[src/rtl/axi4_lite_slave_regfile.sv]
// AXI4-Lite slave with three read/write control words and one read-only status word.
// Independent write (AW/W/B) and read (AR/R) engines, one outstanding transaction each.
module axi4_lite_slave_regfile #(
  parameter int                ADDR_W    = 4,
  parameter int                DATA_W    = 32,
  parameter logic [DATA_W-1:0] RESET_VAL = '0
) (
  input  logic              ACLK,
  input  logic              ARESETn,
  input  logic [ADDR_W-1:0] AWADDR,
  input  logic              AWVALID,
  output logic              AWREADY,
  input  logic [DATA_W-1:0] WDATA,
  input  logic              WVALID,
  output logic              WREADY,
  output logic [1:0]        BRESP,
  output logic              BVALID,
  input  logic              BREADY,
  input  logic [ADDR_W-1:0] ARADDR,
  input  logic              ARVALID,
  output logic              ARREADY,
  output logic [DATA_W-1:0] RDATA,
  output logic [1:0]        RRESP,
  output logic              RVALID,
  input  logic              RREADY,
  input  logic [DATA_W-1:0] status_in,
  output logic [DATA_W-1:0] reg0_q,
  output logic [DATA_W-1:0] reg1_q,
  output logic [DATA_W-1:0] reg2_q,
  output logic [3:0]        reg_wr_stb
);

  localparam logic [1:0] RESP_OKAY   = 2'b00;
  localparam logic [1:0] RESP_SLVERR = 2'b10;

  typedef enum logic {WR_IDLE, WR_RESP} wr_state_e;
  typedef enum logic {RD_IDLE, RD_DATA} rd_state_e;

  // A transfer happens on a rising edge where VALID and READY are both high; VALID is
  // never conditioned on READY, and every READY here is a registered flag.
  logic aw_hs, w_hs, ar_hs;
  assign aw_hs = AWVALID & AWREADY;
  assign w_hs  = WVALID  & WREADY;
  assign ar_hs = ARVALID & ARREADY;

  // Only the word select is meaningful; byte offset and any upper bits are ignored.
  logic unused_addr_bits;
  assign unused_addr_bits = ^{AWADDR, ARADDR};

  // ---------------- write engine ----------------
  wr_state_e         wr_state_q, wr_state_d;
  logic              aw_held_q, aw_held_d, w_held_q, w_held_d;
  logic [1:0]        aw_word_q, aw_word_d;
  logic [DATA_W-1:0] w_data_q, w_data_d;
  logic              awready_d, wready_d, bvalid_d;
  logic [1:0]        bresp_d;
  logic [3:0]        wr_stb_d;
  logic              wr_commit;
  logic [1:0]        wr_word;
  logic [DATA_W-1:0] wr_data;

  always_comb begin
    wr_state_d = wr_state_q;
    aw_held_d  = aw_held_q;
    w_held_d   = w_held_q;
    aw_word_d  = aw_word_q;
    w_data_d   = w_data_q;
    awready_d  = AWREADY;
    wready_d   = WREADY;
    bvalid_d   = BVALID;
    bresp_d    = BRESP;
    wr_stb_d   = 4'b0000;
    wr_commit  = 1'b0;
    wr_word    = aw_word_q;
    wr_data    = w_data_q;
    case (wr_state_q)
      WR_IDLE: begin
        if (aw_hs) begin
          aw_held_d = 1'b1;
          aw_word_d = AWADDR[3:2];
        end
        if (w_hs) begin
          w_held_d = 1'b1;
          w_data_d = WDATA;
        end
        if (aw_held_d && w_held_d) begin
          wr_commit  = 1'b1;
          wr_word    = aw_word_d;
          wr_data    = w_data_d;
          aw_held_d  = 1'b0;
          w_held_d   = 1'b0;
          awready_d  = 1'b0;
          wready_d   = 1'b0;
          bvalid_d   = 1'b1;
          wr_state_d = WR_RESP;
          if (aw_word_d == 2'd3) begin
            bresp_d = RESP_SLVERR;
          end else begin
            bresp_d  = RESP_OKAY;
            wr_stb_d = 4'b0001 << aw_word_d;
          end
        end else begin
          awready_d = ~aw_held_d;
          wready_d  = ~w_held_d;
        end
      end
      WR_RESP: begin
        if (BREADY) begin
          bvalid_d   = 1'b0;
          bresp_d    = RESP_OKAY;
          awready_d  = 1'b1;
          wready_d   = 1'b1;
          wr_state_d = WR_IDLE;
        end
      end
      default: wr_state_d = WR_IDLE;
    endcase
  end

  always_ff @(posedge ACLK or negedge ARESETn) begin
    if (!ARESETn) begin
      wr_state_q <= WR_IDLE;
      aw_held_q  <= 1'b0;
      w_held_q   <= 1'b0;
      aw_word_q  <= 2'd0;
      w_data_q   <= '0;
      AWREADY    <= 1'b0;
      WREADY     <= 1'b0;
      BVALID     <= 1'b0;
      BRESP      <= RESP_OKAY;
      reg_wr_stb <= 4'b0000;
    end else begin
      wr_state_q <= wr_state_d;
      aw_held_q  <= aw_held_d;
      w_held_q   <= w_held_d;
      aw_word_q  <= aw_word_d;
      w_data_q   <= w_data_d;
      AWREADY    <= awready_d;
      WREADY     <= wready_d;
      BVALID     <= bvalid_d;
      BRESP      <= bresp_d;
      reg_wr_stb <= wr_stb_d;
    end
  end

  // Word 3 is status and silently ignores writes (the SLVERR response reports it).
  always_ff @(posedge ACLK or negedge ARESETn) begin
    if (!ARESETn) begin
      reg0_q <= RESET_VAL;
      reg1_q <= RESET_VAL;
      reg2_q <= RESET_VAL;
    end else if (wr_commit) begin
      case (wr_word)
        2'd0:    reg0_q <= wr_data;
        2'd1:    reg1_q <= wr_data;
        2'd2:    reg2_q <= wr_data;
        default: ;
      endcase
    end
  end

  // ---------------- read engine ----------------
  rd_state_e         rd_state_q, rd_state_d;
  logic              arready_d, rvalid_d;
  logic [DATA_W-1:0] rdata_d, rd_word_val;

  // Samples the pre-edge register values, so a same-edge write commit returns old data.
  always_comb begin
    case (ARADDR[3:2])
      2'd0:    rd_word_val = reg0_q;
      2'd1:    rd_word_val = reg1_q;
      2'd2:    rd_word_val = reg2_q;
      default: rd_word_val = status_in;
    endcase
  end

  always_comb begin
    rd_state_d = rd_state_q;
    arready_d  = ARREADY;
    rvalid_d   = RVALID;
    rdata_d    = RDATA;
    case (rd_state_q)
      RD_IDLE: begin
        arready_d = 1'b1;
        if (ar_hs) begin
          rdata_d    = rd_word_val;
          rvalid_d   = 1'b1;
          arready_d  = 1'b0;
          rd_state_d = RD_DATA;
        end
      end
      RD_DATA: begin
        if (RREADY) begin
          rvalid_d   = 1'b0;
          arready_d  = 1'b1;
          rd_state_d = RD_IDLE;
        end
      end
      default: rd_state_d = RD_IDLE;
    endcase
  end

  always_ff @(posedge ACLK or negedge ARESETn) begin
    if (!ARESETn) begin
      rd_state_q <= RD_IDLE;
      ARREADY    <= 1'b0;
      RVALID     <= 1'b0;
      RDATA      <= '0;
    end else begin
      rd_state_q <= rd_state_d;
      ARREADY    <= arready_d;
      RVALID     <= rvalid_d;
      RDATA      <= rdata_d;
    end
  end

  assign RRESP = RESP_OKAY;

endmodule

[config.mk]
export PLATFORM = sky130hd
export DESIGN_NAME = axi4_lite_slave_regfile
export DESIGN_NICKNAME = d
export VERILOG_FILES = /design/src/rtl/axi4_lite_slave_regfile.sv
export SDC_FILE = /design/constraint.sdc
export NUM_CORES = 1
export LEC_CHECK = 0
export CORE_ASPECT_RATIO = 0.9
export CORE_UTILIZATION = 45
export DETAILED_ROUTE_END_ITERATION = 12
export GPL_ROUTABILITY_DRIVEN = 0
export MAX_ROUTING_LAYER = met4
export PLACE_DENSITY = 0.76
export SETUP_SLACK_MARGIN = 0.2
export SKIP_CTS_REPAIR_TIMING = 1
export SLEW_MARGIN = 20
export SYNTH_ARGS = -nofsm -noshare
export SYNTH_HDL_FRONTEND = slang
export SYNTH_SLANG_ARGS = --single-unit
[constraint.sdc]
create_clock -name ACLK -period 5.45 [get_ports ACLK]
set_input_delay 1.635 -clock ACLK [delete_from_list [all_inputs] [get_ports ACLK]]
set_output_delay 1.635 -clock ACLK [all_outputs]
set_load 0.05 [all_outputs]
==> report_table.html <==
<table>
<tr><th>Metric</th><th>Value</th></tr>
<tr><th colspan="2">Drt</th></tr>
<tr><td>Per-cell via count in the routed design</td><td>~5.2</td></tr>
<tr><td>Routed wire length</td><td>18.7 mm</td></tr>
<tr><td>Number of remaining DRC errors</td><td>0</td></tr>
<tr><td>Average wire per standard cell</td><td>20.1 um</td></tr>
<tr><td>Drt first pass iters</td><td>4</td></tr>
<tr><td>Vias post-DR</td><td>4853</td></tr>
<tr><td>Initial detailed-routing violation count</td><td>about 150</td></tr>
<tr><td>Final antenna-violating net count</td><td>0</td></tr>
<tr><th colspan="2">Setup path</th></tr>
<tr><td>Max incr delay on CP</td><td>0.58 ns</td></tr>
<tr><td>Worst endpoint data arrival time</td><td>3.98 ns</td></tr>
<tr><td>Highest fanout seen on the critical path</td><td>20</td></tr>
<tr><td>Critical Path Sink</td><td>reg0_q[26]</td></tr>
<tr><td>Req. time, crit path</td><td>5.75 ns</td></tr>
<tr><td>Worst setup SP type</td><td>input pin</td></tr>
<tr><td>Worst R2R End</td><td>reg0_q[26]</td></tr>
<tr><td>Slowest stage cell, crit path</td><td>sky130_fd_sc_hd__nor2_4</td></tr>
<tr><td>Minimum setup slack among reg-to-reg paths</td><td>a little over 3 ns</td></tr>
<tr><td>First element of the critical path</td><td>AWVALID</td></tr>
<tr><td>Most common cell type on the critical path</td><td>sky130_fd_sc_hd__mux2_2</td></tr>
<tr><td>Critical path class</td><td>in -&gt; reg</td></tr>
<tr><td>Crit Reg-Reg Startpoint</td><td>wr_state_q</td></tr>
<tr><td>Number of cells on the worst reg-to-reg path</td><td>5</td></tr>
<tr><td>Category of the worst setup path capture point</td><td>flip-flop</td></tr>
<tr><td>Ordered list of cells on the worst path</td><td>clkdlybuf4s50_1 &gt; a21oi_1 &gt; nor2_4 &gt; buf_4 &gt; mux2_2 &gt; mux2_2</td></tr>
<tr><th colspan="2">Global route</th></tr>
<tr><td>Number of antenna violations at the first check in global routing</td><td>0</td></tr>
<tr><td>Maximum number of pins on one net before global-route repair</td><td>94</td></tr>
<tr><td>Global routing usage summed across all routing layers</td><td>a little under a quarter</td></tr>
<tr><td>Vias in the first global route</td><td>between 5k and 6k</td></tr>
<tr><td>Final global-route overflow total</td><td>0</td></tr>
<tr><td>Global-route wire length before repair</td><td>30.2 mm</td></tr>
<tr><th colspan="2">CTS</th></tr>
<tr><td>Clock latency on the worst-skew pair</td><td>0.42 ns</td></tr>
<tr><td>Maximum buffer depth of the clock tree</td><td>2</td></tr>
<tr><td>H-tree depth reported by CTS</td><td>4</td></tr>
<tr><td>Root cell of the clock tree</td><td>sky130_fd_sc_hd__clkbuf_16</td></tr>
<tr><td>Number of clock buffers inserted by TritonCTS</td><td>17</td></tr>
<tr><td>Clock slew at reported path FFs</td><td>0.07 ns</td></tr>
<tr><td>Total number of clock tree sinks</td><td>175</td></tr>
<tr><td>Clock tree from TritonCTS</td><td>yes</td></tr>
<tr><th colspan="2">Floorplan</th></tr>
<tr><td>Core area</td><td>between 0.015 and 0.02 mm^2</td></tr>
<tr><td>Vertical die dimension</td><td>127 um</td></tr>
<tr><td>Number of placed I/O pins</td><td>220</td></tr>
<tr><td>Initial Utilization</td><td>46.2%</td></tr>
<tr><td>Width of the chip</td><td>141 um</td></tr>
<tr><td>Overall die area</td><td>0.0179 mm^2</td></tr>
<tr><td>Count of standard-cell rows</td><td>45</td></tr>
<tr><th colspan="2">Status</th></tr>
<tr><td>Outcome</td><td>finished clean</td></tr>
<tr><th colspan="2">STA</th></tr>
<tr><td>Post-route clock period utilization</td><td>67.5%</td></tr>
<tr><td>Max-slew violations</td><td>0</td></tr>
<tr><td>Unrepaired setup endpoints after global routing</td><td>no</td></tr>
<tr><td>Final Critical Period</td><td>~3.7 ns</td></tr>
<tr><td>Number of failing hold endpoints at the final stage</td><td>0</td></tr>
<tr><td>Accumulated negative setup slack</td><td>0 ns</td></tr>
<tr><td>Clock skew after layout</td><td>a little over 0.008 ns</td></tr>
<tr><td>Maximum clock frequency</td><td>0.272 GHz</td></tr>
<tr><td>Setup violators final</td><td>0</td></tr>
<tr><td>Remaining max-slew budget at the tightest pin</td><td>36.1%</td></tr>
<tr><td>Actual slew at the worst max-slew pin</td><td>0.958 ns</td></tr>
<tr><th colspan="2">Yosys</th></tr>
<tr><td>Count of yosys warnings during synthesis</td><td>0</td></tr>
<tr><td>Synth async-reset ratio</td><td>100%</td></tr>
<tr><td>Number of enable flip-flop cells after synthesis</td><td>0</td></tr>
<tr><td>Synthesized area per cell</td><td>16.6 um^2</td></tr>
<tr><td>Sequential area share after synthesis</td><td>approximately 56%</td></tr>
<tr><td>Most common flop cell mapped by yosys</td><td>sky130_fd_sc_hd__dfrtp_1</td></tr>
<tr><td>Post-synth design cell area</td><td>~0.0078 mm^2</td></tr>
<tr><td>Count of unique library cells instantiated by Yosys</td><td>30</td></tr>
<tr><td>Count of state elements after synthesis</td><td>175</td></tr>
<tr><td>Number of instances in the synthesized netlist</td><td>about 470</td></tr>
<tr><th colspan="2">Layout</th></tr>
<tr><td>Antenna Diode Count</td><td>0</td></tr>
<tr><td>Sequential cell area</td><td>~0.0044 mm^2</td></tr>
<tr><td>Layout cells sized above 1</td><td>around 40%</td></tr>
<tr><td>Nets</td><td>761</td></tr>
<tr><td>Multi-input gate area in the final layout</td><td>between 0.003 and 0.004 mm^2</td></tr>
<tr><td>Layout fillers</td><td>between 1k and 1.5k</td></tr>
<tr><td>Layout area overhead</td><td>37.9%</td></tr>
<tr><th colspan="2">Placement</th></tr>
<tr><td>Estimated wirelength of the detail-placed design</td><td>12.4 mm</td></tr>
<tr><td>Number of buffers added on ports</td><td>211</td></tr>
<tr><th colspan="2">Hold path</th></tr>
<tr><td>Worst hold path class</td><td>reg -&gt; reg</td></tr>
<tr><th colspan="2">Job</th></tr>
<tr><td>Max-cap violations</td><td>0</td></tr>
</table>
==> through the flow <==
step / hold slack (ns) / cell area [um^2] / util (%) / worst slack [ns] / std cells
final: 0.485 / 10800 / 63.8 / 1.77 / 930
after CTS: 0.491 / 10800 / 63.7 / 1.77 / 930
after detailed placement: 0.474 / 10100 / 59.8 / 1.33 / 898
after global routing: 0.518 / 10800 / 63.8 / 1.66 / 930
after floorplan: 0.475 / 7850 / - / 2.33 / 475
after global placement: 0.464 / 10100 / 59.8 / 1.35 / 898
==> flip-flops by register name, indices dropped and copies added (netlist names), 2 cells and up <==
name        cells
reg1_q         32
reg_wr_stb      3
reg2_q         32
RDATA          32
reg0_q         32
w_data_q       32
aw_word_q       2
==> synthesized netlist by cell type, types with 4 or more instances <==
cell	count	area (um^2)
sky130_fd_sc_hd__a21oi_1	4	20.0
sky130_fd_sc_hd__mux4_2	32	721
sky130_fd_sc_hd__nor2_1	6	22.5
sky130_fd_sc_hd__nand2_1	5	18.8
sky130_fd_sc_hd__buf_2	12	60.1
sky130_fd_sc_hd__buf_4	4	30.0
sky130_fd_sc_hd__mux2_4	30	450
sky130_fd_sc_hd__mux2_2	166	1870
sky130_fd_sc_hd__dfrtp_1	175	4380
sky130_fd_sc_hd__clkbuf_1	10	37.5
==> layout make-up <==
class                      count  share of cell area, %
tap                          235                   2.72
inverter                       3                  0.104
clock buffer                  17                   3.94
sequential                   175                   40.5
clock inverter                15                   2.15
multi-input combinational    266                   30.4
timing repair buffer         219                   20.1
==> critical path, delay by kind of cell <==
| family | cells | cell delay (ns) |
|---|---|---|
| buffers and inverters | 2 | 0.90 |
| muxes | 2 | 0.68 |
| and+or+nand+nor | 1 | 0.58 |
| AOI/OAI and AO/OA | 1 | 0.17 |
==> cell families after synthesis <==
group	count (synthesis)	share of synthesized area, %
other	1	0.0479
DFF	175	55.9
buffers and inverters	34	2.73
AOI/OAI and AO/OA	12	0.942
muxes	229	38.9
and+or+nand+nor	21	1.45
==> per-layer routing <==
layer / part of all wire [%] / global-route usage [%]
met5: 0 / -
met4: 1.5 / 5.50
met1: 45 / 28.9
met2: 47 / 35.8
met3: 6.4 / 7.08
==> worst min-delay path by stage <==
stage,from,endpoint,slack [ns],cells past startpoint
2_1_floorplan,w_data_q[0],w_data_q[0],0.48,1
3_3_place_gp,BVALID,BVALID,0.46,1
3_5_place_dp,RVALID,RVALID,0.47,2
4_1_cts,RVALID,RVALID,0.49,2
5_1_grt,RVALID,RVALID,0.52,2
6_report,RVALID,RVALID,0.48,2
==> placed cells by master (no fill, tap or decap), types with 2 or more instances in the layout <==
cell type                           n
sky130_fd_sc_hd__conb_1             4
sky130_fd_sc_hd__mux2_4            30
sky130_fd_sc_hd__clkdlybuf4s50_1  208
sky130_fd_sc_hd__nor2_1             5
sky130_fd_sc_hd__o21a_1             2
sky130_fd_sc_hd__mux2_2           166
sky130_fd_sc_hd__dfrtp_1          175
sky130_fd_sc_hd__inv_1              3
sky130_fd_sc_hd__buf_2              2
sky130_fd_sc_hd__buf_4              7
sky130_fd_sc_hd__clkbuf_16         17
sky130_fd_sc_hd__nand2_1            5
sky130_fd_sc_hd__clkinv_4           2
sky130_fd_sc_hd__bufinv_16          5
sky130_fd_sc_hd__mux4_2            32
sky130_fd_sc_hd__inv_6              3
sky130_fd_sc_hd__nand2b_1           2
sky130_fd_sc_hd__clkinvlp_4         3
sky130_fd_sc_hd__a21oi_1            4
sky130_fd_sc_hd__o21ai_0            3
Power is left out: the tool's default activity adds up to more than one toggle a clock period on the data nets, which glitch-free logic cannot reach.
